<file path="src/rtl/interboard_tx_serializer_if.sv">
// interboard_tx_serializer_if: move-field bundle from game control, the peer req/ack link,
// and the back-pressure status returned by the serializer.
interface interboard_tx_serializer_if #(
  parameter int FIFO_DEPTH = 4
);
  logic                        ctrl_en;
  logic [3:0]                  ctrl_msg_type;
  logic [4:0]                  ctrl_block_x;
  logic [2:0]                  ctrl_block_y;
  logic [5:0]                  ctrl_card;
  logic [2:0]                  ctrl_sel_len;
  logic                        ctrl_move_dir;
  logic                        inter_ack;
  logic                        inter_req;
  logic                        inter_data;
  logic                        busy;
  logic                        overflow;
  logic [$clog2(FIFO_DEPTH):0] fifo_count;

  // Serializer side.
  modport master (
    input  ctrl_en, ctrl_msg_type, ctrl_block_x, ctrl_block_y, ctrl_card,
           ctrl_sel_len, ctrl_move_dir, inter_ack,
    output inter_req, inter_data, busy, overflow, fifo_count
  );

  // Game control plus peer board side.
  modport slave (
    output ctrl_en, ctrl_msg_type, ctrl_block_x, ctrl_block_y, ctrl_card,
           ctrl_sel_len, ctrl_move_dir, inter_ack,
    input  inter_req, inter_data, busy, overflow, fifo_count
  );
endinterface

</file>
<file path="src/rtl/interboard_tx_serializer.sv">
// interboard_tx_serializer: FIFO-buffered move messages shipped MSB first over a 4-phase req/ack link.
// Define INTERBOARD_PARITY_EN to append an even-parity bit to every frame.
module interboard_tx_serializer #(
  parameter int FIFO_DEPTH = 4,
  parameter int SETUP_CYC  = 1
) (
  input  logic                      clk,
  input  logic                      rst,
  interboard_tx_serializer_if.master bus
);
  localparam int AW = $clog2(FIFO_DEPTH);
  localparam int CW = AW + 1;
  localparam int WW = 22;
`ifdef INTERBOARD_PARITY_EN
  localparam int NB = WW + 1;
`else
  localparam int NB = WW;
`endif
  localparam logic [4:0]    LAST       = 5'(NB - 1);
  localparam logic [CW-1:0] FULL       = CW'(FIFO_DEPTH);
  localparam logic [3:0]    SETUP_LAST = 4'(SETUP_CYC - 1);

  typedef enum logic [1:0] {IDLE, SETUP, REQ_HI, REQ_LO} state_t;

  logic [WW-1:0] mem [FIFO_DEPTH];
  logic [AW-1:0] wr_ptr_q, rd_ptr_q;
  logic [CW-1:0] count_q, count_d;
  state_t        state_q;
  logic [NB-1:0] shift_q;
  logic [4:0]    bit_cnt_q;
  logic [3:0]    setup_cnt_q;
  logic          req_q, data_q, busy_q, overflow_q;
  logic          ack_meta_q, ack_s_q;
  logic [WW-1:0] word_in, head;
  logic          push, pop, drop, idle_d;

  assign word_in = {bus.ctrl_msg_type, bus.ctrl_block_x, bus.ctrl_block_y,
                    bus.ctrl_card, bus.ctrl_sel_len, bus.ctrl_move_dir};
  assign head    = mem[rd_ptr_q];

  // A pop frees the slot in the same cycle, so a strobe is accepted even when full.
  always_comb begin
    pop     = (state_q == IDLE) && (count_q != '0);
    push    = bus.ctrl_en && ((count_q != FULL) || pop);
    drop    = bus.ctrl_en && !push;
    count_d = count_q;
    if (push && !pop)
      count_d = count_q + 1'b1;
    else if (pop && !push)
      count_d = count_q - 1'b1;
    idle_d  = ((state_q == IDLE) && !pop) ||
              ((state_q == REQ_LO) && !ack_s_q && (bit_cnt_q == LAST));
  end

  always_ff @(posedge clk) begin
    if (push)
      mem[wr_ptr_q] <= word_in;
  end

  always_ff @(posedge clk or posedge rst) begin
    if (rst) begin
      ack_meta_q  <= 1'b0;
      ack_s_q     <= 1'b0;
      wr_ptr_q    <= '0;
      rd_ptr_q    <= '0;
      count_q     <= '0;
      overflow_q  <= 1'b0;
      busy_q      <= 1'b0;
      state_q     <= IDLE;
      shift_q     <= '0;
      bit_cnt_q   <= '0;
      setup_cnt_q <= '0;
      req_q       <= 1'b0;
      data_q      <= 1'b0;
    end else begin
      ack_meta_q <= bus.inter_ack;
      ack_s_q    <= ack_meta_q;
      count_q    <= count_d;
      if (push)
        wr_ptr_q <= wr_ptr_q + 1'b1;
      if (pop)
        rd_ptr_q <= rd_ptr_q + 1'b1;
      if (drop)
        overflow_q <= 1'b1;
      busy_q <= !idle_d || (count_d != '0);

      case (state_q)
        IDLE: begin
          if (pop) begin
`ifdef INTERBOARD_PARITY_EN
            shift_q <= {head, ^head};
`else
            shift_q <= head;
`endif
            data_q      <= head[WW-1];
            bit_cnt_q   <= '0;
            setup_cnt_q <= '0;
            state_q     <= SETUP;
          end
        end
        SETUP: begin
          if (setup_cnt_q == SETUP_LAST) begin
            req_q   <= 1'b1;
            state_q <= REQ_HI;
          end else begin
            setup_cnt_q <= setup_cnt_q + 1'b1;
          end
        end
        REQ_HI: begin
          if (ack_s_q) begin
            req_q   <= 1'b0;
            state_q <= REQ_LO;
          end
        end
        REQ_LO: begin
          // inter_data may only move once the peer has released ack.
          if (!ack_s_q) begin
            if (bit_cnt_q == LAST) begin
              state_q <= IDLE;
            end else begin
              shift_q     <= shift_q << 1;
              data_q      <= shift_q[NB-2];
              bit_cnt_q   <= bit_cnt_q + 1'b1;
              setup_cnt_q <= '0;
              state_q     <= SETUP;
            end
          end
        end
        default: state_q <= IDLE;
      endcase
    end
  end

  assign bus.inter_req  = req_q;
  assign bus.inter_data = data_q;
  assign bus.busy       = busy_q;
  assign bus.overflow   = overflow_q;
  assign bus.fifo_count = count_q;
endmodule

</file>
<file path="src/flat_wrapper.sv">
// flat-port wrapper written by rule: the top's interface ports become plain ports
module interboard_tx_serializer_flat 
#(
  parameter int FIFO_DEPTH = 4,
  parameter int SETUP_CYC  = 1
)
  (clk, rst, bus_ctrl_en, bus_ctrl_msg_type, bus_ctrl_block_x, bus_ctrl_block_y, bus_ctrl_card, bus_ctrl_sel_len, bus_ctrl_move_dir, bus_inter_ack, bus_inter_req, bus_inter_data, bus_busy, bus_overflow, bus_fifo_count);
  interboard_tx_serializer_if #(.FIFO_DEPTH(FIFO_DEPTH)) bus_i ();
  input  logic clk;
  input  logic rst;
  input wire logic [$bits(bus_i.ctrl_en)-1:0] bus_ctrl_en;
  input wire logic [$bits(bus_i.ctrl_msg_type)-1:0] bus_ctrl_msg_type;
  input wire logic [$bits(bus_i.ctrl_block_x)-1:0] bus_ctrl_block_x;
  input wire logic [$bits(bus_i.ctrl_block_y)-1:0] bus_ctrl_block_y;
  input wire logic [$bits(bus_i.ctrl_card)-1:0] bus_ctrl_card;
  input wire logic [$bits(bus_i.ctrl_sel_len)-1:0] bus_ctrl_sel_len;
  input wire logic [$bits(bus_i.ctrl_move_dir)-1:0] bus_ctrl_move_dir;
  input wire logic [$bits(bus_i.inter_ack)-1:0] bus_inter_ack;
  output wire logic [$bits(bus_i.inter_req)-1:0] bus_inter_req;
  output wire logic [$bits(bus_i.inter_data)-1:0] bus_inter_data;
  output wire logic [$bits(bus_i.busy)-1:0] bus_busy;
  output wire logic [$bits(bus_i.overflow)-1:0] bus_overflow;
  output wire logic [$bits(bus_i.fifo_count)-1:0] bus_fifo_count;
  assign bus_i.ctrl_en = bus_ctrl_en;
  assign bus_i.ctrl_msg_type = bus_ctrl_msg_type;
  assign bus_i.ctrl_block_x = bus_ctrl_block_x;
  assign bus_i.ctrl_block_y = bus_ctrl_block_y;
  assign bus_i.ctrl_card = bus_ctrl_card;
  assign bus_i.ctrl_sel_len = bus_ctrl_sel_len;
  assign bus_i.ctrl_move_dir = bus_ctrl_move_dir;
  assign bus_i.inter_ack = bus_inter_ack;
  assign bus_inter_req = bus_i.inter_req;
  assign bus_inter_data = bus_i.inter_data;
  assign bus_busy = bus_i.busy;
  assign bus_overflow = bus_i.overflow;
  assign bus_fifo_count = bus_i.fifo_count;
  interboard_tx_serializer #(.FIFO_DEPTH(FIFO_DEPTH), .SETUP_CYC(SETUP_CYC)) u_core (.clk(clk), .rst(rst), .bus(bus_i));
endmodule
</file>
<file path="config.mk">
export PLATFORM = sky130hd
export DESIGN_NAME = interboard_tx_serializer_flat
export DESIGN_NICKNAME = d
export VERILOG_FILES = /design/src/rtl/interboard_tx_serializer_if.sv /design/src/rtl/interboard_tx_serializer.sv /design/src/flat_wrapper.sv
export SDC_FILE = /design/constraint.sdc
export NUM_CORES = 1
export LEC_CHECK = 0
export ABC_CLOCK_PERIOD_IN_PS = 2830
export CORE_MARGIN = 3
export CORE_UTILIZATION = 50
export DETAILED_ROUTE_END_ITERATION = 12
export PLACE_DENSITY = 0.69
export SLEW_MARGIN = 40
export SYNTH_ARGS = -nofsm -noshare
export SYNTH_HDL_FRONTEND = slang
export SYNTH_SLANG_ARGS = --single-unit
</file>
<file path="constraint.sdc">
create_clock -name clk -period 2.83 [get_ports clk]
set_input_delay 0.566 -clock clk [delete_from_list [all_inputs] [get_ports clk]]
set_output_delay 0.566 -clock clk [all_outputs]
set_load 0.1 [all_outputs]
</file>
After elaboration in Yosys (flattened, before gate mapping)
Memories as Yosys holds them, arrays and structs flattened.
Index checks and enable logic that the tools add are counted.
{"block": "totals", "register_bits": 45, "mem_bits_rw": 88, "in_bits": 26, "output_inout_bits": 7, "word_cells": 87, "n_memories": 1}
{"memory": "u_core.mem", "depth": 4, "width": 22, "read_ports": 1, "rd_clocked_by_memory_dff": 0, "wr": 1, "line": "interboard_tx_serializer.sv:25", "source": "logic [WW-1:0] mem [FIFO_DEPTH];"}
{"block": "op_classes", "n_addsub": 6, "eq_ne": 11, "mux": 30, "reduce_logical": 26}
{"op": "21-bit two-way mux", "n": 3}
{"op": "21-bit case mux with 2 select lines", "n": 1}
{"op": "4-bit two-way mux", "n": 4}
{"op": "5-bit two-way mux", "n": 3}
{"op": "4-bit case mux with 3 select lines", "n": 1}
{"op": "5-bit case mux with 2 select lines", "n": 1}
{"op": "3-bit nonzero test", "n": 3}
{"op": "1-bit logical AND", "n": 8}
{"op": "1-bit two-way mux", "n": 8}
{"op": "2-bit two-way mux", "n": 4}
{"op": "2-bit case mux with 4 select lines", "n": 1}
{"op": "4-bit AND reduction", "n": 2}
{"op": "3-bit two-way mux", "n": 2}
{"op": "2-bit by 1-bit != test with 1-bit output, second input constant", "n": 3}
{"op": "2-bit != test, second input constant", "n": 3}
{"op": "5-bit by 1-bit adder with 5-bit output, second input constant", "n": 1}
{"op": "5-bit == test, second input constant", "n": 1}
{"op": "5-bit AND reduction", "n": 1}
{"op": "2-bit by 1-bit adder with 2-bit output, second input constant", "n": 2}
{"op": "4-bit by 1-bit adder with 4-bit output, second input constant", "n": 1}
{"op": "2-bit == test, second input constant", "n": 2}
{"op": "1-bit logical NOT", "n": 4}
{"op": "4-bit logical NOT", "n": 1}
{"op": "1-bit case mux with 2 select lines", "n": 2}
{"op": "8 further kinds", "n": 11}

Longest topological paths before layout
Gate-level depths: netlist of run 1.
{"block": "logic_depth", "word_depth": 10, "depth_mapped": 9}

Worst setup path before layout of run 1
OpenSTA, ideal clock, no wires.
{"block": "synth_path", "path_kind": "reg-to-reg", "from": "reg u_core.count_q[0], in the netlist u_core.bus.fifo_count[0]", "to": "mem u_core.mem[0][0] (enable)", "setup_ps": 381, "t_arrival_ps": 2517, "slack_ps": -67, "stages_incl_launch_ff": 6, "n_path_buf": 1, "path_cell_list": "dfrtp_1 inv_1 ha_1 buf_2 a21oi_1 and2_1"}
{"block": "synth_between", "elab_chain_len": 6, "elab_cells_between_ends": 7}
{"element": "from (decl)", "line": "interboard_tx_serializer.sv:27", "source": "logic [CW-1:0] count_q, count_d;"}
{"element": "from (signal assigned)", "line": "interboard_tx_serializer.sv:78", "source": "count_q <= count_d;"}
{"element": "3-bit nonzero test", "line": "interboard_tx_serializer.sv:43", "source": "pop = (state_q == IDLE) && (count_q != '0);"}
{"element": "1-bit logical AND", "line": "interboard_tx_serializer.sv:43"}
{"element": "1-bit logical OR (*)", "line": "interboard_tx_serializer.sv:44", "source": "push = bus.ctrl_en && ((count_q != FULL) || pop);"}
{"element": "1-bit logical AND (*)", "line": "interboard_tx_serializer.sv:44"}
{"element": "1-bit two-way mux (*)", "line": "interboard_tx_serializer.sv:56", "source": "if (push)"}
{"element": "1-bit two-way mux (implied by the code) (*)", "line": "interboard_tx_serializer.sv:57", "source": "mem[wr_ptr_q] <= word_in;"}
{"element": "to (decl)", "line": "interboard_tx_serializer.sv:25"}
Mark *: on every way between the ends. The rest lies on a longest branch, timed or not.

Worst setup path after layout of run 1
{"block": "layout_path", "from": "reg u_core.state_q[0]", "to": "reg u_core.setup_cnt_q[3]"}
{"block": "layout_between", "elab_chain_len": 4, "elab_cells_between_ends": 11}
{"element": "from (decl)", "line": "interboard_tx_serializer.sv:28", "source": "state_t state_q;"}
{"element": "from (signal assigned)", "line": "interboard_tx_serializer.sv:69", "source": "state_q <= IDLE;"}
{"element": "from (signal assigned)", "line": "interboard_tx_serializer.sv:98", "source": "state_q <= SETUP;"}
{"element": "from (signal assigned)", "line": "interboard_tx_serializer.sv:104", "source": "state_q <= REQ_HI;"}
{"element": "2-bit logical NOT", "line": "interboard_tx_serializer.sv:43, interboard_tx_serializer.sv:87"}
{"element": "1-bit logical AND", "line": "interboard_tx_serializer.sv:43"}
{"element": "2-bit by 1-bit != test with 1-bit output (no source line)"}
{"element": "5-bit AND reduction (no source line)"}
{"element": "to (signal assigned)", "line": "interboard_tx_serializer.sv:106", "source": "setup_cnt_q <= setup_cnt_q + 1'b1;"}
{"element": "to (decl)", "line": "interboard_tx_serializer.sv:31", "source": "logic [3:0] setup_cnt_q;"}
Several ways; a longest one is shown, not always the timed one.
A chain may end at the register's enable or synchronous reset.

==> implementation parameters, run 1 <==
Parameter                              Value

Logic synthesis
  Synth Cell Area ... 0.005610 mm2
  Top flip-flop cell by instance count after synthesis ... sky130_fd_sc_hd__edfxtp_1
  Seq cells post-synth ... 133
  Fraction of synthesis flops using an asynchronous set or reset pin ... between 30% and 40%
  Synth Net Count ... 401
  Main area contributors after synthesis ... sky130_fd_sc_hd__edfxtp_1, sky130_fd_sc_hd__dfrtp_1, sky130_fd_sc_hd__mux4_2, sky130_fd_sc_hd__mux2i_1, sky130_fd_sc_hd__ha_1
  YS warnings ... 0
  Average cell area after synthesis ... 15.63 um2
  Cell type contributing the most total cell area after synthesis ... sky130_fd_sc_hd__edfxtp_1
  Post-synth top area share ... 47.10%
  Gate count after technology mapping ... 359
  Sequential share of the synthesized area ... 67.17%
  Post-synth top cells ... sky130_fd_sc_hd__edfxtp_1, sky130_fd_sc_hd__dfrtp_1, sky130_fd_sc_hd__nand2_1, sky130_fd_sc_hd__o21ai_0, sky130_fd_sc_hd__mux2i_1
  Count of cell types in the netlist ... 42
  Post-synth EDFFs ... about 90
  Most numerous cell in the Yosys netlist ... sky130_fd_sc_hd__edfxtp_1

Power and ir drop
  Leakage component of the power ... between 0.002 and 0.003 uW
  Internal power contribution ... 5089 uW
  Ratio of total power to cell area ... 1152 mW/mm2
  Power share of the clock group ... 27.9%
  Sequential share of power ... 37.0%
  Net switching power figure ... 2673 uW
  Net switching fraction of the power ... between 30 and 40%
  Combinational cell fraction of total power ... 35.2%
  VDD IR-drop max ... between 800 and 900 uV
  Power Total ... 7761 uW

Timing
  Tightest Pin Transition ... 0.5073 ns
  Summed negative setup slack over all endpoints ... 0 ns
  Count of final setup violators ... 0
  Worst hold margin ... ~0.38 ns
  Final Skew ... 0.006221 ns
  Number of hold violations in the final report ... 0
  Final worst-path cycle share ... 81.24%
  Worst-case headroom to the max-slew limit ... 66.18%
  Final Max Slew Viols ... 0
  Unrepaired setup endpoints after global routing ... no
  Post-layout min period ... 2.299 ns
  Achievable frequency ... 434.9 MHz

CTS
  Number of buffers created by CTS ... 17
  Clk_lat worst skew ... 0.52 ns
  Count of buffers added by post-CTS timing repair for setup ... 0
  Total clock sinks ... about 130
  Clock transition at path regs ... approximately 0.06 ns
  H-tree level count ... 4
  CTS hold repair buffers ... 0
  Total of cells resized after clock tree synthesis ... 0
  Clock tree from TritonCTS ... yes
  Root Buffer ... sky130_fd_sc_hd__clkbuf_8
  Number of buffers on the longest clock path ... 2

Critical path
  Cell with the largest stage delay on the worst path ... sky130_fd_sc_hd__or4b_1
  Critical-path maximum fanout ... 16
  Cells along the critical path ... inv_1 -> ha_1 -> and3b_1 -> a2111o_1 -> or4b_1 -> o21ai_0
  R2r startpoint ... u_core.state_q[0]
  Worst Setup Path Type ... reg -> reg
  Nature of the critical path startpoint ... register
  Flop2flop setup slack ... 0.53 ns
  Crit path arrival time ... 2.73 ns
  End of the worst register-to-register path ... u_core.setup_cnt_q[3]
  Largest stage delay, worst path ... 0.52 ns
  Reg2reg path depth ... 6
  Endpoint class of the critical path ... register
  Worst EP required ... between 3 and 4 ns

Drt
  Wire length reported by the detailed router ... 9934 um
  Final routed wire length divided by cell count ... roughly 18 um
  DRC errors left ... 0
  Antenna Violating Nets Remaining ... 0
  Vias post-DR ... just over 3000
  Initial DRC count ... 242
  Vias per cell ... 5.506
  Router iterations before antenna repair ... 4

Die
  Row count ... 38
  Width of the die ... 111.9 um
  Starting density of the core ... 51.53%
  Total die area ... 0.01253 mm2
  Top-Level Pins ... 33
  Die Y-Extent ... 111.9 um
  Standard cell core area ... between 0.01 and 0.015 mm2

Cells and area
  Synth-to-Final Area Change ... 20.09%
  Total number of nets in the final design ... 445
  Share of layout cells above drive strength 1 ... between 10% and 20%
  Fill cells ... a little under 800
  Register Area ... ~0.0038 mm2
  Post-route cell area ... ~0.0067 mm2
  Footprint of the multi-input gates ... around 0.0017 mm2
  Antenna diode instance count ... 0

GRT
  Global-route total usage across every layer ... 17.40%
  Antenna violations before repair ... 0
  Largest net degree at the start of global routing ... 48
  Grt total ovfl ... 0
  First-pass GRT wire length ... 16690 um
  Via count of the first global-routing pass ... 3222

Worst hold path
  Hold crit path type ... in -> async

Run status
  Outcome ... finished clean

Placed design
  DPL Wire Length ... 6307 um
  Global placer's final weighted congestion ... 0.7904
  Total placed instance area ... 0.006146 mm2
  # port buffers ... 32

Run
  Max-capacitance violation count ... 0
-- cell type report --
| cell class | instances | area share, % |
|---|---|---|
| Clock buffer | 17 | 6.147 |
| Clock inverter | 14 | 2.637 |
| Inverter | 14 | 0.7799 |
| Multi-Input combinational cell | 193 | 25.31 |
| Sequential cell | 133 | 55.95 |
| Tap cell | 140 | 2.600 |
| Timing Repair Buffer | 44 | 6.574 |
-- cells by family (layout without fill, tap and decap cells) --
| family | count (synthesis) | count (layout) | share of synthesized area, % |
|---|---|---|---|
| AOI/OAI and AO/OA | 54 | 54 | 6.021 |
| adders and majority gates | 16 | 16 | 3.568 |
| xor gates and xnor gates | 3 | 3 | 0.4684 |
| muxes | 47 | 47 | 13.29 |
| DFF | 133 | 133 | 67.17 |
| and+or+nand+nor | 73 | 73 | 7.047 |
| buffers and inverters | 33 | 89 | 2.431 |
-- metrics by stage --
stage | std cells | utilization [%] | setup slack, ns
finish | 555 | 61.88 | 0.5308
floorplan | 359 | - | 0.02437
global route | 555 | 61.88 | 0.3429
detailed placement | 524 | 56.45 | 0.4743
global placement | 524 | 56.45 | 0.4805
CTS | 555 | 61.88 | 0.5433
-- critical path, delay by kind of cell (launching register included) --
| family | cells | cell delay, ns |
|---|---|---|
| adder cells (fa/ha/maj) | 1 | 0.40 |
| flip-flops | 1 | 0.38 |
| AO/OA/AOI/OAI | 2 | 0.46 |
| buffers and inverters | 1 | 0.12 |
| AND/OR/NAND/NOR | 2 | 0.86 |
-- layout by cell type, fill, tap and decap left out, types with 6 or more instances in the layout --
cell type / instances
sky130_fd_sc_hd__mux4_2: 22
sky130_fd_sc_hd__edfxtp_1: 88
sky130_fd_sc_hd__buf_4: 15
sky130_fd_sc_hd__dfrtp_1: 44
sky130_fd_sc_hd__and2_1: 6
sky130_fd_sc_hd__mux2i_1: 25
sky130_fd_sc_hd__nand3_1: 6
sky130_fd_sc_hd__clkbuf_16: 16
sky130_fd_sc_hd__o21ai_0: 34
sky130_fd_sc_hd__inv_1: 13
sky130_fd_sc_hd__nand2_1: 34
sky130_fd_sc_hd__ha_1: 16
sky130_fd_sc_hd__clkdlybuf4s50_1: 25
-- flip-flops by register name, indices dropped and copies added (netlist names) --
register and cells:
u_core.bus.busy 1, u_core.rd_ptr_q 2, u_core.bit_cnt_q 5, u_core.mem 88
u_core.ack_meta_q 1, u_core.state_q 2, u_core.bus.inter_req 1, u_core.bus.fifo_count 3
u_core.bus.inter_data 1, u_core.bus.overflow 1, u_core.ack_s_q 1, u_core.setup_cnt_q 4
u_core.wr_ptr_q 2, u_core.shift_q 21
-- power groups by stage --
stage          combinational, uW  sequential, uW  clock (uW)
3_5_place_dp                2740            2900           0
3_3_place_gp                2690            2870           0
5_1_grt                     3020            2930        2300
6_report                    2730            2870        2160
2_1_floorplan               1820            3130           0
4_1_cts                     2760            2870        2210
-- routing by layer --
| layer | vias up | global-route usage (%) | share of wire (%) |
|---|---|---|---|
| met5 | - | 0 | 0 |
| met4 | 0 | 5.929 | 0.99 |
| met3 | 13 | 4.891 | 3.2 |
| met2 | 43 | 28.06 | 51 |
| met1 | 1556 | 23.02 | 45 |
| li1 | 1444 | - | - |
-- worst max-delay path by stage --
stage,from,to,slack [ns],depth (start not counted)
after CTS,u_core.state_q[0],u_core.setup_cnt_q[3],0.54,6
after global placement,bus_ctrl_en,u_core.mem[1][12],0.48,6
after global routing,u_core.state_q[0],u_core.bit_cnt_q[4],0.34,7
after floorplan,u_core.bus.fifo_count[1],u_core.mem[0][0],0.02,5
after detailed placement,bus_ctrl_en,u_core.mem[1][12],0.47,6
final,u_core.state_q[0],u_core.setup_cnt_q[3],0.53,6
(Power assumes the default switching activity.)
==> run 2, diff against run 1 <==
ABC_CLOCK_PERIOD_IN_PS = 1900   (was 2830)
PLACE_DENSITY = 0.71   (was 0.69)
clock period = 1.9 ns   (was 2.83 ns; I/O delays follow)
==> implementation parameters, run 2 (synthesis results as in run 1) <==
Parameter                              Value

Die
  Row count ... 38
  Total die area ... 0.01253 mm2
  Standard cell core area ... 0.01089 mm2
  Width of the die ... 111.9 um
  Starting density of the core ... between 50% and 60%
  Top-Level Pins ... 33
  Die Y-Extent ... 111.9 um

Critical path
  Worst EP required ... 2.29 ns
  R2r startpoint ... u_core.state_q[0]
  Crit path arrival time ... approximately 2.3 ns
  Critical-path maximum fanout ... 7
  Cell with the largest stage delay on the worst path ... sky130_fd_sc_hd__a2111o_1
  Flop2flop setup slack ... -0.03 ns
  End of the worst register-to-register path ... u_core.setup_cnt_q[2]
  Cell occurring most often along the worst timing path ... sky130_fd_sc_hd__buf_4
  Reg2reg path depth ... 7
  Largest stage delay, worst path ... a little over 0.4 ns
  Nature of the critical path startpoint ... register
  Cells along the critical path ... buf_4 -> ha_4 -> and2_4 -> a2111o_1 -> buf_4 -> buf_4 -> o41ai_1
  Endpoint class of the critical path ... register
  Worst Setup Path Type ... reg -> reg

Cells and area
  Share of layout cells above drive strength 1 ... 30.97%
  Register Area ... 0.003777 mm2
  Reg with most FFs ... u_core.mem
  Most used cells in the layout excluding fill and tap cells ... sky130_fd_sc_hd__edfxtp_1, sky130_fd_sc_hd__dfrtp_1, sky130_fd_sc_hd__buf_4, sky130_fd_sc_hd__nand2_1, sky130_fd_sc_hd__clkdlybuf4s50_1
  Most frequent standard cell in the layout excluding fill and tap cells ... sky130_fd_sc_hd__edfxtp_1
  Footprint of the multi-input gates ... 0.001833 mm2
  Synth-to-Final Area Change ... 30.49%
  Total number of nets in the final design ... 481
  Fill cells ... 738
  Leading registers by flop count ... u_core.mem (88), u_core.shift_q (21), u_core.bit_cnt_q (5)
  Number of flip-flops under the largest register name ... 88
  Antenna diode instance count ... 0

Timing
  Worst-case headroom to the max-slew limit ... roughly three fifths
  Final Max Slew Viols ... 0
  Final worst-path cycle share ... 101.7%
  Final Skew ... 0.007155 ns
  Achievable frequency ... 517.6 MHz
  Summed negative setup slack over all endpoints ... -0.03182 ns
  Count of final setup violators ... 1
  Tightest Pin Transition ... 0.5910 ns
  Setup slack after layout ... -0.03182 ns
  Post-layout min period ... 1.932 ns
  Unrepaired setup endpoints after global routing ... yes
  Number of hold violations in the final report ... 0

Power and ir drop
  Ratio of total power to cell area ... 1754 mW/mm2
  Leakage component of the power ... 0.002788 uW
  VDD IR-drop max ... 1243 uV

Drt
  Final routed wire length divided by cell count ... 17.42 um
  Initial DRC count ... 213
  Wire length reported by the detailed router ... 10310 um
  Vias post-DR ... approximately 3200
  Vias per cell ... 5.375
  Antenna Violating Nets Remaining ... 0
  Router iterations before antenna repair ... 4
  DRC errors left ... 0

CTS
  Clock tree from TritonCTS ... yes
  Clk_lat worst skew ... 0.51 ns
  Clock transition at path regs ... roughly 0.060 ns
  Number of buffers on the longest clock path ... 2
  CTS hold repair buffers ... 0
  H-tree level count ... 4
  Root Buffer ... sky130_fd_sc_hd__clkbuf_8
  Total clock sinks ... 133
  Number of buffers created by CTS ... 17

Run
  Max-capacitance violation count ... 0

Placed design
  DPL Wire Length ... roughly 6700 um
  Global placer's final weighted congestion ... 0.7438
  # port buffers ... 32
  Place WS ... -0.1643 ns

GRT
  Global-route total usage across every layer ... between 10% and 20%
  Grt total ovfl ... 0
  Antenna violations before repair ... 0
  Via count of the first global-routing pass ... 3433
  First-pass GRT wire length ... 17430 um
  Largest net degree at the start of global routing ... between 40 and 50

Worst hold path
  Hold crit path type ... in -> async

Run status
  Outcome ... finished with violations
  Failing checks ... setup timing
run 2: changes by cell type in the layout (fill, tap and decap cells not counted), sizes merged:
cell      before  now
buf           19   55
clkinv         5    6
clkinvlp       3    0
inv           17   20
run 2: through the flow:
stage,hold slack [ns],std cells,area (um2),total power [uW],util [%]
floorplan,0.3312,359,5693,7692,-
detailed placement,0.3490,556,6591,9395,60.54
CTS,0.1292,589,7219,12780,66.31
finish,0.1462,592,7321,12840,67.24
global route,0.1440,592,7321,13600,67.24
global placement,0.3439,556,6591,9246,60.54
run 2: where the power goes:
group          leakage (uW)  internal (uW)  switching, uW  total, uW
Sequential          0.00136           3940            331       4270
Clock              0.000294           2010           1220       3230
Combinational       0.00114           2570           2770       5340
run 2: how the worst max path moves through the flow:
stage | startpoint | endpoint | slack [ns] | depth (start not counted)
6_report | u_core.state_q[0] | u_core.setup_cnt_q[2] | -0.03 | 7
5_1_grt | u_core.state_q[0] | u_core.setup_cnt_q[3] | -0.08 | 6
4_1_cts | u_core.state_q[0] | u_core.setup_cnt_q[3] | -0.009 | 6
3_5_place_dp | bus_ctrl_en | u_core.bus.busy | -0.16 | 6
3_3_place_gp | bus_ctrl_en | u_core.mem[3][13] | -0.20 | 6
2_1_floorplan | u_core.bus.fifo_count[0] | u_core.setup_cnt_q[3] | -0.34 | 7
run 2: routing by layer:
layer	vias to the layer above	part of all wire, %	GRT usage [%]
li1	1526	-	-
met1	1597	43	22.21
met2	57	53	31.02
met3	2	3.9	5.652
met4	0	0.28	4.567
met5	-	0	0
run 2: final cells by class:
cell class | instances | share of cell area (%)
timing repair buffer | 80 | 12.12
inverter | 14 | 0.7862
multi-input combinational | 193 | 25.04
clock inverter | 15 | 2.410
sequential | 133 | 51.60
tap | 140 | 2.393
clock buffer | 17 | 5.657
run 2: timing repair:
action | CTS | global route
setup buffers | 1 | 3
resized for setup | 6 | 20
pin swaps | 3 | 3
setup endpoints to repair | 64 | 99
run 2: worst max-delay path: cells and delay by family, from the launching register on:
kind                       cells  cell delay, ns
AOI/OAI and AO/OA              2            0.67
adders and majority gates      1            0.17
buffers and inverters          3            0.45
DFF                            1            0.38
and+or+nand+nor                1            0.15
